<file path="config.mk">
export PLATFORM = sky130hd
export DESIGN_NAME = hough_vote_scheduler
export DESIGN_NICKNAME = d
export VERILOG_FILES = /design/src/rtl/hough_vote_scheduler.sv
export SDC_FILE = /design/constraint.sdc
export NUM_CORES = 1
export LEC_CHECK = 0
export CAP_MARGIN = 20
export CORE_MARGIN = 8
export CORE_UTILIZATION = 40
export CTS_CLUSTER_DIAMETER = 80
export DETAILED_ROUTE_END_ITERATION = 10
export PLACE_DENSITY = 0.71
export SLEW_MARGIN = 20
export SYNTH_ARGS = -nofsm -noshare
export SYNTH_HDL_FRONTEND = slang
export SYNTH_SLANG_ARGS = --single-unit
</file>
<file path="constraint.sdc">
create_clock -name clk -period 5.05 [get_ports clk]
set_input_delay 0.7575 -clock clk [delete_from_list [all_inputs] [get_ports clk]]
set_output_delay 0.7575 -clock clk [all_outputs]
set_load 0.03 [all_outputs]
</file>
<file path="src/rtl/hough_vote_scheduler.sv">
// Hough voting sequencer: pops edge points from the point FIFO and issues one
// vote request per theta bin to the accumulator datapath over valid/ready.
module hough_vote_scheduler #(
   parameter int unsigned DATA_WIDTH  = 21,
   parameter int unsigned COORD_WIDTH = 10,
   parameter int unsigned N_THETA     = 180,
   parameter int unsigned THETA_WIDTH = $clog2(N_THETA),
   parameter int unsigned CNT_WIDTH   = 16
) (
   input  logic                   clk,
   input  logic                   reset,
   input  logic                   start,
   input  logic                   fifo_empty,
   output logic                   fifo_rd_en,
   input  logic [DATA_WIDTH-1:0]  fifo_rd_data,
   output logic                   vote_valid,
   input  logic                   vote_ready,
   output logic [COORD_WIDTH-1:0] vote_x,
   output logic [COORD_WIDTH-1:0] vote_y,
   output logic [THETA_WIDTH-1:0] vote_theta,
   output logic                   vote_last,
   output logic                   busy,
   output logic                   done,
   output logic [CNT_WIDTH-1:0]   point_count
);

   typedef enum logic [2:0] {StIdle, StPop, StLoad, StSweep, StDone} state_e;

   state_e state_q;
   logic   last_q;
   logic   theta_final;
   logic   theta_penult;

   assign fifo_rd_en   = (state_q == StPop) && !fifo_empty;
   assign theta_final  = (vote_theta == THETA_WIDTH'(N_THETA - 1));
   assign theta_penult = (vote_theta == THETA_WIDTH'(N_THETA - 2));

   always_ff @(posedge clk) begin
      if (reset) begin
         state_q     <= StIdle;
         last_q      <= 1'b0;
         vote_valid  <= 1'b0;
         vote_x      <= '0;
         vote_y      <= '0;
         vote_theta  <= '0;
         vote_last   <= 1'b0;
         busy        <= 1'b0;
         done        <= 1'b0;
         point_count <= '0;
      end else begin
         unique case (state_q)
            StIdle: begin
               if (start) begin
                  point_count <= '0;
                  busy        <= 1'b1;
                  state_q     <= StPop;
               end
            end
            StPop: begin
               if (fifo_rd_en) state_q <= StLoad;
            end
            StLoad: begin
               // Read data is registered in the FIFO, so it is valid only now.
               vote_x      <= fifo_rd_data[COORD_WIDTH-1:0];
               vote_y      <= fifo_rd_data[2*COORD_WIDTH-1:COORD_WIDTH];
               last_q      <= fifo_rd_data[DATA_WIDTH-1];
               vote_theta  <= '0;
               vote_last   <= 1'b0;
               vote_valid  <= 1'b1;
               point_count <= point_count + CNT_WIDTH'(1);
               state_q     <= StSweep;
            end
            StSweep: begin
               if (vote_ready) begin
                  if (theta_final) begin
                     vote_valid <= 1'b0;
                     vote_last  <= 1'b0;
                     if (last_q) begin
                        done    <= 1'b1;
                        state_q <= StDone;
                     end else begin
                        state_q <= StPop;
                     end
                  end else begin
                     vote_theta <= vote_theta + THETA_WIDTH'(1);
                     vote_last  <= last_q && theta_penult;
                  end
               end
            end
            StDone: begin
               done    <= 1'b0;
               busy    <= 1'b0;
               state_q <= StIdle;
            end
            default: state_q <= StIdle;
         endcase
      end
   end

endmodule

</file>
Word-level counts from Yosys, hierarchy flattened
Index checks and enable logic that the tools add are counted.
{ "totals": {"out_inout_bits": 49, "regBits": 52, "word_cells": 62} }
{ "classes": {"reduce_logical": 15, "n_addsub": 2, "n_mux": 23, "eq_ne": 12} }
{ "ops": {"columns": ["cell", "count"], "rows": [
  ["16-bit case mux with 2 select lines", 1],
  ["16-bit by 1-bit adder with 16-bit output (second input constant)", 1],
  ["8-bit equality test (second input constant)", 2],
  ["16-bit two-way mux", 1],
  ["8-bit two-way mux", 2],
  ["8-bit case mux with 2 select lines", 1],
  ["3-bit two-way mux", 5],
  ["2-bit inequality test (second input constant)", 6],
  ["3-bit case mux with 4 select lines", 1],
  ["8-bit by 1-bit adder with 8-bit output (second input constant)", 1],
  ["1-bit two-way mux", 8],
  ["1-bit case mux with 2 select lines", 4],
  ["4-bit AND reduction", 2],
  ["2-bit nonzero test", 4],
  ["3-bit by 2-bit equality test with 1-bit output (second input constant)", 2],
  ["2-bit AND reduction", 3],
  ["3-bit AND reduction", 2],
  ["3-bit by 1-bit equality test with 1-bit output (second input constant)", 1],
  ["3-bit equality test (second input constant)", 1],
  ["3-bit logical NOT", 1],
  ["1-bit logical AND", 2],
  ["1-bit logical NOT", 1]
]} }

Depth between registers and ports, before layout
Gate-level depths: netlist of run 1.
{ "logic_depth": {"ltp_word": 5, "ltp_mapped": 7, "ltp_nobuf": 5} }

Least setup slack after synthesis of run 1
No wires, ideal clock.
{ "synth_timing": {"path_kind": "input to output", "from": "input fifo_empty", "to": "output fifo_rd_en", "slack_ps": 2799, "n_path_buf": 0, "cell_stages": 2, "arrival_time_ps": 1494, "path_cell_list": "or3_1 nor2_1"} }
{ "synth_between": {"elab_chain_len": 2} }
{ "synth_lines": {"columns": ["item", "line_no", "text"], "rows": [
  ["start: declaration", "13", "input logic fifo_empty,"],
  ["1-bit logical NOT", "34", "assign fifo_rd_en = (state_q == StPop) && !fifo_empty;"],
  ["1-bit logical AND", "34", null],
  ["end: declaration", "14", "output logic fifo_rd_en,"]
]} }
Every way passes these cells.

Final worst setup path of run 1
{ "layout_timing": {"from": "register state_q[0]", "to": "output fifo_rd_en"} }
{ "layout_between": {"elab_chain_len": 2} }
{ "layout_lines": {"columns": ["item", "line_no", "text"], "rows": [
  ["start: declaration", "29", "state_e state_q;"],
  ["start signal: assignment", "40", "state_q <= StIdle;"],
  ["start signal: assignment", "56", "state_q <= StPop;"],
  ["start signal: assignment", "60", "if (fifo_rd_en) state_q <= StLoad;"],
  ["3-bit by 1-bit equality test with 1-bit output", "34", null],
  ["1-bit logical AND", "34", null]
]} }
Every way passes these cells.

==> out/qor.txt, run 1 <==
Routed wire per std cell - 14.8 microns
final net count - 376
relative slew slack - 0.353
core area - 5540 sq um
P&R area growth vs syn - 38.2%
first-pass GRT wire length - 10.0 mm
post-cts resize count - 0
global-route usage over all layers - 0.142
most frequent cells in the layout - clkdlybuf4s50_1 (73), nand2_1 (57), dfxtp_1 (52)
max capacitance violation total - 0
Mean Syn Cell Area - 8.23 sq um
unrepaired setup endpoints after global routing - false
final period utilization - 0.615
TritonCTS clock tree - yes
CP startpoint kind - flip-flop
most common cell after layout, fill and taps aside - clkdlybuf4s50_1
synth warn - 0
grt peak-use layer - met2
Post-synth EDFFs - 0
routability congestion estimate - 0.817
number of buffers created by CTS - 5
worst reg-to-reg path cell count - 5
syn nets - 311
Clock power frac - 0.370
crit-path cells - inv_1 -> or3_1 -> nor2_1 -> clkdlybuf4s50_1
Total Neg Setup Slack - 0 ps
Sequential Power Share - 0.509
Mapped Cells - 282
Crit. Startpoint - state_q[0]
I/O Buffers - 74
R2R Path Start - state_q[1]
grt met1 use - 0.187
Synth Cell Area - 2320 sq um
initial antenna violation count - 0
CP Capture Type - output pin
commonest register cell after synthesis - dfxtp_1
clock sink total - 52
post-synthesis async set-or-reset flop share - 0
kind of critical path - flip-flop to output pin
sequential share of the synthesized area - 0.449
vias in the first global route - 1,995
fraction of layout cells with a size suffix above 1 - 0.0546
hpwl dp - 4.41 mm
Hold Startpoint - vote_y[8]
FP Rows - 27
Total Die Area - 8490 sq um
CP top delay family - buffers and inverters
Placed Area - 3080 sq um
Worst-Margin Slew - 970 ps
VDD IR max - 0.161 mV
CP max stage delay - 680 ps
chip width - 92.2 microns
Pwr per Cell Area - 263 nW/um^2
final WL - 6.20 mm
met3 Use GR - 0.0530
worst-skew pair later-pin latency - 300 ps
hold endpoint - vote_y[8]
# IOs - 75
RR Endpoint - point_count[14]
Die Ht - 92.2 microns
Max FO, Critical Path - 14
Iter 0 DRT Violations - 209
htree depth - 2
clock root buffer master - clkbuf_8
Pint - 638 uW
Reg clk slew, reported paths - 100 ps
Longest Clk Path Bufs - 2
share of total power in combinational logic - 0.120
worst clock skew - 9.15 ps
final hold violations - 0
router iterations before antenna repair - 4
leakage - 1.02 nW
post-route ant nets - 0
GRT overflow - 0
Data arrival, critical path - 2350 ps
largest net degree at the start of global routing - 54
switching part of the total - 0.242
synth unique cells - 44
R2R Setup Slk - 2640 ps
Via density - 5.29
number of setup buffers added after CTS - 0
Buf/Inv on CP - 2
worst min-delay path category - flip-flop to flip-flop
met2 Use GR - 0.215
Critical-path top delay cell - clkdlybuf4s50_1
initial core utilization - 0.419
via count - 2,223
switching pwr - 204 uW
run status - complete, no violations
endpoints failing setup - 0
DRC errors left - 0
f_max - 322 MHz
WHS Path Cells - 2
ant diodes - 0
Yosys reg bits - 52
fin. max-slew vios - 0
Req. time, crit path - 4290 ps
Hold Buf Count CTS - 0
Final min period - 3110 ps
cell area after layout - 3210 sq um
## flip-flops by register name, indices dropped and copies added, names as in the netlist, 3 cells and up
register     flops
vote_y          10
vote_theta       8
point_count     16
state_q          3
vote_x          10
## final cells by class
type / count / area [sq um]
fill: 524 / 2330
multi-input combinational: 206 / 1180
sequential: 52 / 1040
timing repair buffer: 76 / 751
clock buffer: 7 / 96.3
tap: 72 / 90.1
clock inverter: 1 / 30.0
inverter: 6 / 22.5
## worst max-delay path by stage
stage | to | cells past startpoint
floorplan | fifo_rd_en | 2
global placement | fifo_rd_en | 4
detailed placement | fifo_rd_en | 4
CTS | fifo_rd_en | 4
global route | fifo_rd_en | 4
finish | fifo_rd_en | 4
## worst register-to-register path, delay by kind of cell (launching register included)
family | cells | cell delay [ps]
AO/OA/AOI/OAI | 1 | 150
AND/OR/NAND/NOR | 3 | 1270
buffers and inverters | 1 | 370
flip-flops | 1 | 550
## layer usage
metal	vias to the layer above	routed length, microns	part of all wire
met5	-	0	0
met4	0	47	0.0076
met3	4	538	0.087
met2	68	2790	0.45
met1	1011	2820	0.46
li1	1140	-	-
## logic make-up (layout without fill, tap and decap cells)
| group | count (synthesis) | count (layout) | synth area share |
|---|---|---|---|
| AO/OA/AOI/OAI | 62 | 62 | 0.160 |
| XOR/XNOR | 4 | 4 | 0.0151 |
| adder cells (fa/ha/maj) | 3 | 3 | 0.0162 |
| buffers and inverters | 24 | 90 | 0.0442 |
| flip-flops | 52 | 52 | 0.449 |
| multiplexers | 4 | 4 | 0.0194 |
| AND/OR/NAND/NOR | 133 | 133 | 0.297 |
## cells in the mapped netlist (4+ instances only)
master / number / area share
or4_1: 8 / 0.026
nor2_1: 15 / 0.024
nand4_1: 4 / 0.011
nand3_1: 13 / 0.028
inv_1: 6 / 0.0097
xnor2_1: 4 / 0.015
buf_2: 4 / 0.0086
a31oi_1: 7 / 0.019
dfxtp_1: 52 / 0.45
nor4_1: 5 / 0.013
nor3_1: 10 / 0.022
clkbuf_1: 13 / 0.021
nand2_1: 57 / 0.092
or3_1: 4 / 0.011
a21oi_1: 35 / 0.076
o21ai_0: 4 / 0.0086
## metrics by stage
stage / worst slack [ps] / hold slack [ps] / std cells / util / power (mW)
after floorplan: 2800 / 450 / 282 / - / 0.493
after global placement: 2010 / 441 / 412 / 0.556 / 0.540
after detailed placement: 1990 / 446 / 412 / 0.556 / 0.541
after CTS: 1930 / 458 / 420 / 0.579 / 0.852
after global routing: 1800 / 474 / 420 / 0.579 / 0.878
final: 1940 / 456 / 420 / 0.579 / 0.842
## power groups by stage
stage	registers (mW)	logic [mW]	clock network, mW
after floorplan	0.451	0.0424	0
after global placement	0.438	0.101	0
after detailed placement	0.438	0.102	0
after CTS	0.429	0.102	0.320
after global routing	0.431	0.110	0.336
final	0.429	0.101	0.312
Note: power is estimated with default switching activity, not from simulation.
==> inputs of run 2 (changes only) <==
- clock period: 5.05 -> 2.9 ns (I/O delays scaled with it)
==> run 2 against run 1 <==
Effect of this change: sequential share of layout area about the same; global-route usage is 0.34 points higher; die area did not move; power grew 61%; count of clock-buffer cells in the layout down 1; combinational power is 86% higher; sequential cell count did not move; sequential power is 72% higher; routed wire length increased by 0.56%; non-clock buffer count increased by 4; register-to-register slack lost 1900 ps; core utilization is essentially flat; largest power group unchanged.
==> out/qor.txt, run 2 (synthesized netlist as in run 1, its figures left out) <==
TritonCTS clock tree - yes
chip width - 92.2 microns (unchanged)
Longest Clk Path Bufs - 2 (unchanged)
Clock power frac - 0.317 (-0.053)
largest net degree at the start of global routing - 37 (-31%)
endpoints failing setup - 0 (unchanged)
f_max - 416 MHz
Pwr per Cell Area - 423 nW/um^2 (+61%)
Req. time, crit path - 2470 ps (-1820 ps)
GRT overflow - 0 (unchanged)
Iter 0 DRT Violations - 158 (-24%)
hpwl dp - 4.51 mm (+2.2%)
Setup WS pre-CTS - 497 ps (-1500 ps)
CP max stage delay - 680 ps (about the same)
number of buffers created by CTS - 5 (unchanged)
number of setup buffers added after CTS - 0 (unchanged)
initial antenna violation count - 0 (unchanged)
max capacitance violation total - 0 (unchanged)
FP Rows - 27 (unchanged)
Reg with most FFs - point_count
worst-skew pair later-pin latency - 300 ps (about the same)
share of total power in combinational logic - 0.138 (+0.018)
relative slew slack - 0.450 (+0.0973)
vias in the first global route - 2,095 (+5.0%)
run status - complete, no violations
crit-path cells - clkdlybuf4s50_1 -> or3_1 -> nor2_1 -> clkdlybuf4s50_1
ant diodes - 0 (unchanged)
Reg clk slew, reported paths - 100 ps (about the same)
Hold Buf Count CTS - 0 (unchanged)
switching pwr - 353 uW (+73%)
worst min-delay path category - flip-flop to flip-flop
clock root buffer master - clkbuf_8
most frequent cells in the layout - clkdlybuf4s50_1 (73), nand2_1 (57), dfxtp_1 (52)
switching part of the total - 0.260 (+0.0181)
Sequential Power Share - 0.545 (+0.036)
VDD IR max - 0.244 mV (+51%)
global-route usage over all layers - 0.146 (+0.00339)
CP top delay family - buffers and inverters
worst clock skew - 8.05 ps (-1.10 ps)
Worst-Margin Slew - 824 ps (-146 ps)
core area - 5540 sq um (unchanged)
first-pass GRT wire length - 10.2 mm (+1.9%)
# IOs - 75 (unchanged)
fin worst setup slack - 495 ps (-1450 ps)
FF+latch area - 1040 sq um (unchanged)
Buf/Inv on CP - 2 (unchanged)
final WL - 6.24 mm (+0.56%)
Via density - 5.36 (+1.2%)
Routed wire per std cell - 14.7 microns (-0.38%)
Max FO, Critical Path - 3 (-11)
routability congestion estimate - 0.846 (+3.5%)
Data arrival, critical path - 1970 ps (-380 ps)
final net count - 380 (+1.1%)
max reg flops - 16 (unchanged)
Total Neg Setup Slack - 0 ps (unchanged)
clock sink total - 52 (unchanged)
final period utilization - 0.829
Critical-path top delay cell - clkdlybuf4s50_1
via count - 2,271 (+2.2%)
fraction of layout cells with a size suffix above 1 - 0.0653 (+0.0107)
Total Die Area - 8490 sq um (unchanged)
post-cts resize count - 0 (unchanged)
Final min period - 2400 ps
post-route ant nets - 0 (unchanged)
htree depth - 2 (unchanged)
final hold violations - 0 (unchanged)
area of the multi-input gates - 1180 sq um (unchanged)
Die Ht - 92.2 microns (unchanged)
unrepaired setup endpoints after global routing - false
I/O Buffers - 74 (unchanged)
CP Capture Type - output pin
kind of critical path - primary input to output pin
cell mode on critical path - clkdlybuf4s50_1
Pint - 1.00 mW (+57%)
router iterations before antenna repair - 4 (unchanged)
leakage - 1.01 nW (about the same)
Regs by FF count - point_count (16), vote_x (10), vote_y (10)
most common cell after layout, fill and taps aside - clkdlybuf4s50_1
fin. max-slew vios - 0 (unchanged)
initial core utilization - 0.419 (unchanged)
DRC errors left - 0 (unchanged)
CP startpoint kind - primary input
P&R area growth vs syn - 38.3% (about the same)
fillcell total - 531 (+1.3%)
-- run 2: power groups by stage --
stage / clock [mW] / combinational, mW / sequential (mW)
global placement: 0 / 0.189 / 0.756
floorplan: 0 / 0.0738 / 0.785
CTS: 0.447 / 0.190 / 0.740
global route: 0.477 / 0.204 / 0.743
finish: 0.430 / 0.188 / 0.740
detailed placement: 0 / 0.189 / 0.757
-- run 2: routing by layer --
layer  part of all wire  track usage  wire, microns
met4              0.019       0.0604            117
met1               0.44        0.183           2760
met2               0.45        0.222           2830
met3              0.086       0.0505            535
met5                  0            0              0
-- run 2: area by class of cell --
type,count,share of cell area
sequential,52,0.324
clock inverter,2,0.00468
tap,72,0.0281
timing repair buffer,80,0.243
clock buffer,6,0.0257
inverter,6,0.00702
multi-input combinational,206,0.367
-- run 2: worst paths after layout --
| check | startpoint | end | slack (ps) | depth (start not counted) |
|---|---|---|---|---|
| setup / recovery | fifo_empty | fifo_rd_en | 500 | 4 |
| setup reg to reg | state_q[0] | point_count[9] | 720 | 5 |
| hold / removal | vote_x[0] | vote_x[0] | 460 | 2 |
| hold reg to reg | vote_x[0] | vote_x[0] | 460 | 2 |
-- run 2: worst reg2reg max path, delay by kind of cell, from the launching register on --
kind	cells	cell delay, ps
DFF	1	320
and+or+nand+nor	3	1260
buffers and inverters	1	180
muxes	1	370
-- run 2: stage by stage --
step / std cells / util / total power [mW] / hold slack (ps) / instance area, sq um
global placement: 416 / 0.561 / 0.945 / 441 / 3110
finish: 424 / 0.579 / 1.36 / 457 / 3210
CTS: 424 / 0.579 / 1.38 / 460 / 3210
detailed placement: 416 / 0.561 / 0.946 / 446 / 3110
global route: 424 / 0.579 / 1.42 / 480 / 3210
floorplan: 282 / - / 0.859 / 450 / 2320
==> inputs of run 3 (changes only) <==
- clock period: 2.9 -> 2.3 ns (I/O delays scaled with it)
==> run 3 against run 2 <==
Effect of this change: critical path depth increased by 1; sequential cell count unchanged; final area increased by 1.9%; clock power increased by 49%; count of clock-buffer cells in the layout unchanged; sequential share of layout area decreased by 0.61 points; clock skew increased by 7.2 ps; routed wire length increased by 0.66%; power increased by 34%; worst hold slack about the same; global-route usage increased by 0.10 points; via count decreased by 0.57%; largest power group unchanged.
==> out/qor.txt, run 3 (synthesized netlist as in run 1, its figures left out) <==
run status - complete, no violations
P&R area growth vs syn - 40.9%
ant diodes - 0 (unchanged)
worst-skew pair later-pin latency - 310 ps (about the same)
GRT overflow - 0 (unchanged)
fraction of layout cells with a size suffix above 1 - 0.0782 (+0.0129)
hpwl dp - 4.60 mm (+1.9%)
Routed wire per std cell - 14.6 microns (-0.75%)
router iterations before antenna repair - 4 (unchanged)
most common cell after layout, fill and taps aside - clkdlybuf4s50_1
Longest Clk Path Bufs - 2 (unchanged)
Final min period - 1960 ps
initial antenna violation count - 0 (unchanged)
unrepaired setup endpoints after global routing - false
fin. max-slew vios - 0 (unchanged)
routability congestion estimate - 0.804 (-5.0%)
TritonCTS clock tree - yes
WHS - 457 ps (+0.191 ps)
clock sink total - 52 (unchanged)
Die Ht - 92.2 microns (unchanged)
Req. time, crit path - 2560 ps (+90 ps)
final period utilization - 0.851
CP Capture Type - flip-flop
max capacitance violation total - 0 (unchanged)
htree depth - 2 (unchanged)
first-pass GRT wire length - 10.4 mm (+1.8%)
DRC errors left - 0 (unchanged)
non-filler cells, final - 430 (+1.4%)
kind of critical path - flip-flop to flip-flop
Via density - 5.25 (-2.0%)
via count - 2,258 (-0.57%)
core area - 5540 sq um (unchanged)
f_max - 511 MHz
Worst-Margin Slew - 576 ps (-249 ps)
Reg clk slew, reported paths - 100 ps (about the same)
Total Die Area - 8490 sq um (unchanged)
final net count - 386 (+1.6%)
fillcell total - 524 (-1.3%)
largest net degree at the start of global routing - 24 (-35%)
clock root buffer master - clkbuf_8
Placed Instances - 422 (+1.4%)
Regs by FF count - point_count (16), vote_x (10), vote_y (10)
Hold Buf Count CTS - 0 (unchanged)
CP max stage delay - 570 ps (-110 ps)
VDD IR max - 0.312 mV (+28%)
chip width - 92.2 microns (unchanged)
worst min-delay path category - flip-flop to flip-flop
Iter 0 DRT Violations - 150 (-5.1%)
vias in the first global route - 2,137 (+2.0%)
leakage - 1.07 nW (+5.8%)
Critical-path top delay cell - or3b_1
Total Neg Setup Slack - 0 ps (unchanged)
Pwr per Cell Area - 557 nW/um^2 (+31%)
final WL - 6.28 mm (+0.66%)
final hold violations - 0 (unchanged)
relative slew slack - 0.613 (+0.162)
number of buffers created by CTS - 5 (unchanged)
Max FO, Critical Path - 14 (+11)
initial core utilization - 0.419 (unchanged)
# IOs - 75 (unchanged)
crit-path cells - buf_4 -> or3b_1 -> nor4_1 -> mux2_2 -> nor2_1
Data arrival, critical path - 2220 ps (+250 ps)
post-route ant nets - 0 (unchanged)
endpoints failing setup - 0 (unchanged)
CP startpoint kind - flip-flop
Reg with most FFs - point_count
max reg flops - 16 (unchanged)
global-route usage over all layers - 0.147 (+0.00104)
I/O Buffers - 74 (unchanged)
FP Rows - 27 (unchanged)
worst clock skew - 15.2 ps (+7.16 ps)
most frequent cells in the layout - clkdlybuf4s50_1 (72), nand2_1 (57), dfxtp_1 (52)
[run 3: cell count changes in the layout (fill, tap and decap cells not counted)]
cell / change
clkbuf_1: +1
clkdlybuf4s50_1: -1
dlymetal6s2s_1: +1
buf_4: +6
bufinv_16: +1
inv_6: +1
clkinvlp_4: -2
clkbuf_8: -1
[run 3: repair_timing]
| action | 4_1_cts | 5_1_grt |
|---|---|---|
| setup buffers | 0 | 0 |
| setup endpoints to repair | 0 | 1 |
| gates resized for setup | 0 | 1 |
| hold endpoints to repair | 0 | 0 |
[run 3: final cells by class]
| class | instances | area (sq um) | share of cell area |
|---|---|---|---|
| multi-input cells | 206 | 1180 | 0.360 |
| flip-flops and latches | 52 | 1040 | 0.318 |
| repair buffers | 86 | 828 | 0.253 |
| well taps | 72 | 90.1 | 0.0276 |
| clock buffers | 6 | 72.6 | 0.0222 |
| clock inverters | 2 | 38.8 | 0.0119 |
| inverters | 6 | 22.5 | 0.00689 |
[run 3: path summary, 6_finish.rpt]
check	to	depth (start not counted)	slack, ps	startpoint
max	point_count[7]	5	340	state_q[0]
max reg2reg	point_count[7]	5	340	state_q[0]
min	vote_x[9]	2	460	vote_x[9]
min reg2reg	vote_x[9]	2	460	vote_x[9]
[run 3: stage by stage]
stage,cell area (sq um),worst slack (ps),util,total power [mW]
6_report,3270,344,0.590,1.82
5_1_grt,3270,182,0.590,1.90
4_1_cts,3270,18.1,0.590,1.84
3_5_place_dp,3160,86.1,0.570,1.20
3_3_place_gp,3160,108,0.570,1.20
2_1_floorplan,2320,407,-,1.08
[run 3: power breakdown]
| group | internal, mW | switching [mW] | leakage [nW] |
|---|---|---|---|
| Clock | 0.329 | 0.312 | 0.0558 |
| Combinational | 0.107 | 0.137 | 0.597 |
| Sequential | 0.921 | 0.0128 | 0.421 |
[run 3: worst max-delay path: cells and delay by family (launching register included)]
kind | cells | cell delay, ps
and+or+nand+nor | 3 | 1030
DFF | 1 | 320
muxes | 1 | 370
buffers and inverters | 1 | 180
[run 3: metal layers]
metal,GRT usage,vias up,routed length (microns)
li1,-,1156,-
met1,0.181,1039,2820
met2,0.229,56,2850
met3,0.0587,7,523
met4,0.0443,0,82
met5,0,-,0
